### src/rtl/uart_pkg.sv
// Shared UART definitions used by the transmitter and the receiver.
//   parity_t        : parity mode encoding (NONE, EVEN, ODD)
//   uart_tx_state_t : transmitter frame states
//   baud_div()      : clock cycles per bit, integer truncation
package uart_pkg;

   typedef enum logic [1:0] {
      NONE = 2'd0,
      EVEN = 2'd1,
      ODD  = 2'd2
   } parity_t;

   typedef enum logic [2:0] {
      IDLE,
      START,
      DATA,
      PARITY,
      STOP
   } uart_tx_state_t;

   localparam int MIN_BAUD_DIV = 2;

   function automatic int baud_div(input int clk_freq, input int speed);
      return clk_freq / speed;
   endfunction

endpackage

### src/rtl/uart_baud_gen.sv
// Bit-period generator. Counts 0..DIV-1 while enabled and pulses tick on the
// last count of each period. clr restarts the period from 0, which lets a
// receiver re-phase the counter on a detected start edge.
//   clk  : system clock
//   rst  : synchronous active-high reset
//   clr  : hold the counter at 0 (takes priority over en)
//   en   : advance the counter
//   tick : high during the final cycle of each bit period
module uart_baud_gen #(
   parameter int DIV = 434
) (
   input  logic clk,
   input  logic rst,
   input  logic clr,
   input  logic en,
   output logic tick
);

   localparam int               CNT_W = (DIV > 1) ? $clog2(DIV) : 1;
   localparam logic [CNT_W-1:0] LAST  = CNT_W'(DIV - 1);

   logic [CNT_W-1:0] cnt;

   // NOTE: sequential state is written with <= only, so every flop samples
   // the pre-edge value of every other flop.
   always_ff @(posedge clk) begin
      if (rst || clr) begin
         cnt <= '0;
      end else if (en) begin
         if (cnt == LAST) cnt <= '0;
         else             cnt <= cnt + CNT_W'(1);
      end
   end

   assign tick = en && !clr && (cnt == LAST);

endmodule

### src/rtl/uart_tx_frame.sv
// UART transmitter with valid/ready input. Sends start bit, BUS_WIDTH data
// bits LSB first, optional parity bit and STOP_BITS stop bits.
//   clk     : system clock
//   rst     : synchronous active-high reset
//   data_i  : word to send, captured on acceptance
//   valid_i : producer has a word
//   ready_o : can accept; transfer on an edge where valid_i && ready_o
//   tx_o    : registered serial line, idle high
//   busy_o  : frame in progress
module uart_tx_frame
   import uart_pkg::*;
#(
   parameter int CLK_FREQ    = 50000000,
   parameter int UART_SPEED  = 115200,
   parameter int BUS_WIDTH   = 8,
   parameter int PARITY_MODE = 0,
   parameter int STOP_BITS   = 1
) (
   input  logic                 clk,
   input  logic                 rst,
   input  logic [BUS_WIDTH-1:0] data_i,
   input  logic                 valid_i,
   output logic                 ready_o,
   output logic                 tx_o,
   output logic                 busy_o
);

   localparam int               DIV       = baud_div(CLK_FREQ, UART_SPEED);
   localparam parity_t          PAR       = parity_t'(2'(PARITY_MODE));
   localparam int               BIT_W     = 4;
   localparam logic [BIT_W-1:0] LAST_BIT  = BIT_W'(BUS_WIDTH - 1);
   localparam logic             LAST_STOP = 1'(STOP_BITS - 1);

   if (DIV < MIN_BAUD_DIV) begin : g_bad_div
      $error("uart_tx_frame: CLK_FREQ/UART_SPEED must be at least 2");
   end
   if (BUS_WIDTH < 5 || BUS_WIDTH > 9) begin : g_bad_width
      $error("uart_tx_frame: BUS_WIDTH must be 5..9");
   end
   if (STOP_BITS != 1 && STOP_BITS != 2) begin : g_bad_stop
      $error("uart_tx_frame: STOP_BITS must be 1 or 2");
   end
   if (PARITY_MODE < 0 || PARITY_MODE > 2) begin : g_bad_parity
      $error("uart_tx_frame: PARITY_MODE must be 0, 1 or 2");
   end

   uart_tx_state_t       state;
   logic [BUS_WIDTH-1:0] shreg;
   logic [BIT_W-1:0]     bit_cnt;
   logic                 stop_cnt;
   logic                 par_bit;
   logic                 tx_q;
   logic                 ready_q;
   logic                 tick;
   logic                 baud_clr;
   logic                 baud_en;
   logic                 accept;

   // The counter sits at 0 in IDLE, so the first bit of a frame always gets
   // a full period no matter when the word arrives.
   assign baud_clr = (state == IDLE);
   assign baud_en  = (state != IDLE);

   uart_baud_gen #(
      .DIV (DIV)
   ) u_baud (
      .clk  (clk),
      .rst  (rst),
      .clr  (baud_clr),
      .en   (baud_en),
      .tick (tick)
   );

   assign accept = valid_i && ready_o;

   // Each branch loads tx_q with the level of the state being entered, so the
   // line moves only on bit boundaries.
   always_ff @(posedge clk) begin
      if (rst) begin
         // NOTE: the shift register is an ordinary datapath register, so it
         // is cleared with the rest of the state rather than left undefined.
         state    <= IDLE;
         shreg    <= '0;
         bit_cnt  <= '0;
         stop_cnt <= 1'b0;
         par_bit  <= 1'b0;
         tx_q     <= 1'b1;
         ready_q  <= 1'b1;
      end else begin
         case (state)
            IDLE: begin
               if (accept) begin
                  shreg    <= data_i;
                  par_bit  <= (^data_i) ^ (PAR == ODD);
                  bit_cnt  <= '0;
                  stop_cnt <= 1'b0;
                  tx_q     <= 1'b0;
                  ready_q  <= 1'b0;
                  state    <= START;
               end
            end
            START: begin
               if (tick) begin
                  tx_q  <= shreg[0];
                  state <= DATA;
               end
            end
            DATA: begin
               if (tick) begin
                  shreg <= shreg >> 1;
                  if (bit_cnt == LAST_BIT) begin
                     if (PAR != NONE) begin
                        tx_q  <= par_bit;
                        state <= PARITY;
                     end else begin
                        tx_q  <= 1'b1;
                        state <= STOP;
                     end
                  end else begin
                     bit_cnt <= bit_cnt + BIT_W'(1);
                     tx_q    <= shreg[1];
                  end
               end
            end
            PARITY: begin
               if (tick) begin
                  tx_q  <= 1'b1;
                  state <= STOP;
               end
            end
            STOP: begin
               if (tick) begin
                  if (stop_cnt == LAST_STOP) begin
                     ready_q <= 1'b1;
                     state   <= IDLE;
                  end else begin
                     stop_cnt <= stop_cnt + 1'b1;
                  end
               end
            end
            default: begin
               tx_q    <= 1'b1;
               ready_q <= 1'b1;
               state   <= IDLE;
            end
         endcase
      end
   end

   // ready_q is already high after the reset edge; gating with rst keeps the
   // handshake closed while reset is held and opens it the cycle rst drops.
   assign ready_o = ready_q && !rst;
   assign busy_o  = !ready_q && !rst;
   assign tx_o    = tx_q;

endmodule

### config.mk
export PLATFORM = sky130hd
export DESIGN_NAME = uart_tx_frame
export DESIGN_NICKNAME = d
export VERILOG_FILES = /design/src/rtl/uart_pkg.sv /design/src/rtl/uart_baud_gen.sv /design/src/rtl/uart_tx_frame.sv
export SDC_FILE = /design/constraint.sdc
export NUM_CORES = 1
export LEC_CHECK = 0
export CORE_MARGIN = 8
export CORE_UTILIZATION = 30
export CTS_CLUSTER_SIZE = 24
export DETAILED_ROUTE_END_ITERATION = 7
export GPL_ROUTABILITY_DRIVEN = 0
export GPL_TIMING_DRIVEN = 0
export SLEW_MARGIN = 30
export SYNTH_ARGS = -nofsm -noshare
export SYNTH_HDL_FRONTEND = slang
export SYNTH_SLANG_ARGS = --single-unit
### constraint.sdc
create_clock -name clk -period 4.65 [get_ports clk]
set_input_delay 0.93 -clock clk [delete_from_list [all_inputs] [get_ports clk]]
set_output_delay 0.93 -clock clk [all_outputs]
set_load 0.005 [all_outputs]
* After elaboration in Yosys (flattened, before gate mapping)
Index checks and enable logic that the tools add are counted.
** Cells by class
- Reduce and logical (&&, ||, !) cells :: 20
- Multiplexer cells :: 28
- Add/sub/neg operators :: 3
- Bitwise gates (word level) :: 2
- Equal/unequal tests :: 14
** Operator list (count)
- two-way mux 3 bit :: 7
- two-way mux 8 bit :: 2
- != test 2 bit (second input constant) :: 8
- one-hot mux 8 bit (2 select lines) :: 1
- one-hot mux 3 bit (5 select lines) :: 1
- two-way mux 4 bit :: 3
- adder 9 x 1 -> 9 bit (second input constant) :: 1
- == test 9 bit (second input constant) :: 1
- two-way mux 1 bit :: 9
- two-way mux 9 bit :: 1
- one-hot mux 4 bit (2 select lines) :: 1
- AND reduction 4 bit :: 2
- AND reduction 7 bit :: 1
- == test 3 x 2 -> 1 bit (second input constant) :: 2
- AND reduction 3 bit :: 2
- logical AND 1 bit :: 5
- one-hot mux 1 bit (5 select lines) :: 1
- AND reduction 5 bit :: 1
- adder 4 x 1 -> 4 bit (second input constant) :: 1
- == test 4 x 3 -> 1 bit (second input constant) :: 1
- nonzero test 2 bit :: 2
- == test 3 x 1 -> 1 bit (second input constant) :: 1
- == test 3 bit (second input constant) :: 1
- zero test 1 bit :: 3
- other kinds (8) :: 9
** Word-level totals
- Word-level logic and storage cells :: 74
- Output and inout bits :: 3
- Register bits after elaboration :: 27
- Bits of input ports :: 11

* Logic depth before layout (Yosys ltp)
Gate-level depths: netlist (run 1).
- Depth in word-level cells :: 6
- Depth in mapped cells :: 7
- Gate-level depth less buffers :: 6

* By module
A second synthesis (run 1) with hierarchy kept.
** Second synthesis, totals
- Cells, all modules :: 154
- Area, all modules :: 1426.4 um2
** Modules (own cells, without submodules)
- uart_tx_frame :: cells each 103, area each 955.9 um2, instances 1, sequential area each 340.3 um2
- uart_baud_gen :: cells each 51, area each 470.5 um2, instances 1, sequential area each 180.2 um2

* Worst setup path before layout (run 1)
OpenSTA, ideal clock, no wires.
- Path kind :: input port to output port
- Start point :: input rst
- End point :: output busy_o
- Data arrival time :: 1461 ps
- Path slack :: 2259 ps
- Path buffers :: 2
- Stages :: 3
- Required time :: 3720 ps
- Path through :: buf_2 clkbuf_1 nor2_1
** Between the ends
- Word-level cells in the longest chain between the ends :: 2
** RTL lines
- start: declaration :: line uart_tx_frame.sv:20 : input logic rst,
- zero test 1 bit :: line uart_tx_frame.sv:153 : assign busy_o = !ready_q && !rst;
- logical AND 1 bit :: line uart_tx_frame.sv:153
- end: declaration :: line uart_tx_frame.sv:25 : output logic busy_o
Every way passes these cells.

* Worst setup path in the final report (run 1)
Same ends and word-level chain as after synthesis.

==> results of run 1 <==
Yosys cell counts (3+ instances only):
| cell | count | share of area |
|---|---|---|
| dfxtp_1 | 26 | 0.38 |
| nand4_1 | 3 | 0.014 |
| nor3_1 | 10 | 0.036 |
| nand2_1 | 20 | 0.054 |
| o21ai_0 | 6 | 0.022 |
| clkbuf_1 | 4 | 0.011 |
| inv_1 | 5 | 0.014 |
| o31ai_1 | 3 | 0.016 |
| nand3_1 | 5 | 0.018 |
| a311oi_1 | 7 | 0.045 |
| a21oi_1 | 6 | 0.022 |
| ha_1 | 3 | 0.027 |
| buf_2 | 4 | 0.015 |
| nor2_1 | 18 | 0.049 |
| xor2_1 | 4 | 0.025 |
| xnor2_1 | 3 | 0.019 |
worst max-delay path: cells and delay by family:
family                 cells  cell delay [ns]
and+or+nand+nor            1             0.08
buffers and inverters      4             1.61
final cells by class:
cell class | count | area, µm²
repair buffers | 13 | 130
flip-flops and latches | 26 | 520
multi-input cells | 121 | 792
fillers | 491 | 2760
plain buffers | 9 | 46.3
inverters | 5 | 18.8
well taps | 52 | 65.1
clock buffers | 4 | 55.1
through the flow:
| step | hold WS (ns) | util | power, mW | area [µm²] | std cells |
|---|---|---|---|---|---|
| detailed placement | 0.464 | 0.359 | 0.286 | 1570 | 226 |
| finish | 0.473 | 0.371 | 0.429 | 1630 | 230 |
| global placement | 0.446 | 0.359 | 0.286 | 1570 | 226 |
| floorplan | 0.429 | - | 0.266 | 1380 | 161 |
| global route | 0.514 | 0.371 | 0.450 | 1630 | 230 |
| CTS | 0.477 | 0.371 | 0.432 | 1630 | 230 |
cells in the final DEF, fill, tap and decap left out, types with 2 or more instances in the layout:
cell              n
a311oi_1          7
nand2_1          20
a211oi_2          2
a21oi_1           6
nor3_1           10
nor2_1           18
xor2_1            4
and3_1            2
o21ai_0           6
nand3b_1          2
clkbuf_1          4
xnor2_1           3
ha_1              3
buf_2             4
o31ai_1           3
nand3_1           5
o31a_1            2
clkdlybuf4s50_1  13
nand4bb_1         2
dfxtp_1          26
nand4_1           3
inv_1             5
o2111ai_1         2
clkbuf_8          4
report_power, final:
group	internal (mW)	switching (mW)	total, mW
registers	0.230	0.00473	0.235
clock network	0.0757	0.0721	0.148
logic	0.0239	0.0224	0.0463
flip-flops by register name, summed over array words and instances, names as in the netlist:
register / flops
bit_cnt: 4
ready_q: 1
shreg: 8
state: 3
tx_o: 1
u_baud.cnt: 9
worst min path at each step:
stage | start | endpoint | depth (start not counted)
after floorplan | u_baud.cnt[0] | u_baud.cnt[0] | 1
after global placement | u_baud.cnt[0] | u_baud.cnt[0] | 1
after detailed placement | shreg[7] | shreg[7] | 2
after CTS | shreg[7] | shreg[7] | 2
after global routing | shreg[2] | shreg[1] | 2
final | shreg[7] | shreg[7] | 2
routing by layer:
metal / vias up / wire length, µm
met5: - / 0
met4: 0 / 61
met3: 5 / 81
met2: 15 / 1400
met1: 567 / 1640
li1: 620 / -
kinds of logic (layout without fill, tap and decap cells):
group	after synthesis	count (layout)	synth area share
simple gates	78	78	0.318
compound gates	32	32	0.178
flops	26	26	0.378
fa+ha+maj	3	3	0.0273
xor+xnor	7	7	0.0445
mux	1	1	0.00727
buf+inv	14	31	0.0472
==> qor.yml, run 1 <==
pwr:
  power_per_cell_area_nw_per_um2: 264
  cellLeakagePower_nw: 0.560
  max-vdd-ir-drop_mv: 0.0958
floorplan:
  floorplan.rows: 24
  floorplan.die.width_um: 83.8
  chipHeight_um: 83.8
  core_region_area_um2: 4380
  die_area_um2: 7020
  starting_density: 0.314
  floorplan.io_pins: 14
grt:
  first_global_vias: 1226
  grt_antenna_before_repair: 0
  globalRoute.busiestLayer: "met2"
  track_usage: 0.0955
  grt_use_met3: 0.0166
  grt_max_degree: 15
  grt_overflow_total: 0
  grtUsageMet2: 0.147
  grt_use_met1: 0.124
  grt_pass1_wl_um: 5720
setup_path:
  worst_setup_path_end_kind: "output port"
  slowest_delay_ns: 0.47
  regToRegStartpoint: "state[2]"
  cp_common_cell: "clkdlybuf4s50_1"
  critical_path.reg2reg.endpoint: "shreg[3]"
  crit_path_top_delay_cell: "clkdlybuf4s50_1"
  critical_path_required_ns: 3.72
  setup.worst_path.class: "in2out"
  arrival_ns: 2.62
  crit_path_end: "busy_o"
  timing.critical_path.cells: "clkdlybuf4s50_1 > buf_2 > clkbuf_1 > nor2_1 > clkdlybuf4s50_1"
  timing.reg2reg.setup_slack_ns: 2.74
  reg2reg_depth: 6
  worst_setup_path_startpoint: "rst"
  critPathMaxFanout: 10
  startpoint_type: "input pin"
cells_and_area:
  antenna-diode-count: 0
  flow.area_growth_from_synthesis_pct: 18.2
  drive_above_1_share: 0.107
  layout.nets: 193
logic_synthesis:
  post_synth_inst_count: 161
  post_synth.cell_area_avg_um2: 8.56
  syn-num-nets: 175
  ys_types: 44
  synth.ff_latch_count: 26
  ys_async_sr_fraction: 0
  synth_seq_area_share: 0.378
  synth_enable_flop_cells: 0
  dominantRegCellSynth: "dfxtp_1"
  synthesis.area_um2: 1380
  synth.yosys.warnings: 0
clock_tree:
  ctsHtreeMaxLevel: 1
  ctsLongestPathBuffers: 2
  cts_num_sinks: 26
  cts_repair_resize_count: 0
  cts_post_setup_buffers_inserted: 0
  clock_slew_at_reported_path_ffs_ns: 0.09
  ctsRootBufferMaster: "clkbuf_8"
  clock_latency_ns: 0.27
  holdBufCountCts: 0
  tritoncts: "yes"
  cts-buffers-inserted: 3
timing:
  final.setup.worst_slack_ns: 1.10
  report.final.hold_viol_count: 0
  final_min_period_over_clock_period: 0.763
  fin_skew_ns: 0.00118
  finalCriticalPeriod_ns: 3.55
  max_freq_mhz: 282
  slew_violations: 0
  grt_setup_unrepaired: "no"
  worst-slew-pin-transition_ns: 0.537
  slew_headroom: 0.642
  finalSetupTns_ns: 0
  timing.final.setup_violations: 0
placement:
  port_buffers: 13
  pre_cts_ws_ns: 1.12
  detailed_place_hpwl_um: 2330
min_path:
  hold_path_class: "reg2reg"
route:
  drt-wirelength-per-cell_um: 13.8
  drc: 0
  drt_wl_total_um: 3180
  detail_route.first_pass.iterations: 4
  first_iter_violations: 94
  vias: 1207
  via_density_per_instance: 5.25
  antenna_left: 0
flow_run:
  cap_viol_max_count: 0
outcome:
  status: "completed"
Power figures use the tool's default switching activity.
==> inputs of run 2 (changes only) <==
Clock period 4.65 ns to 3.1 ns, I/O delays scaled along.
==> results of run 2 <==
Same layout as run 1 (identical final DEF). Status: completed.
Main changes from that run: setup slack after placement 1.12 ns -> 0.190 ns; setup slack after layout 1.10 ns -> 0.171 ns; register-to-register setup slack 2.74 ns -> 1.19 ns; total power 0.429 mW -> 0.644 mW; worst IR drop on VDD 0.0958 mV -> 0.144 mV
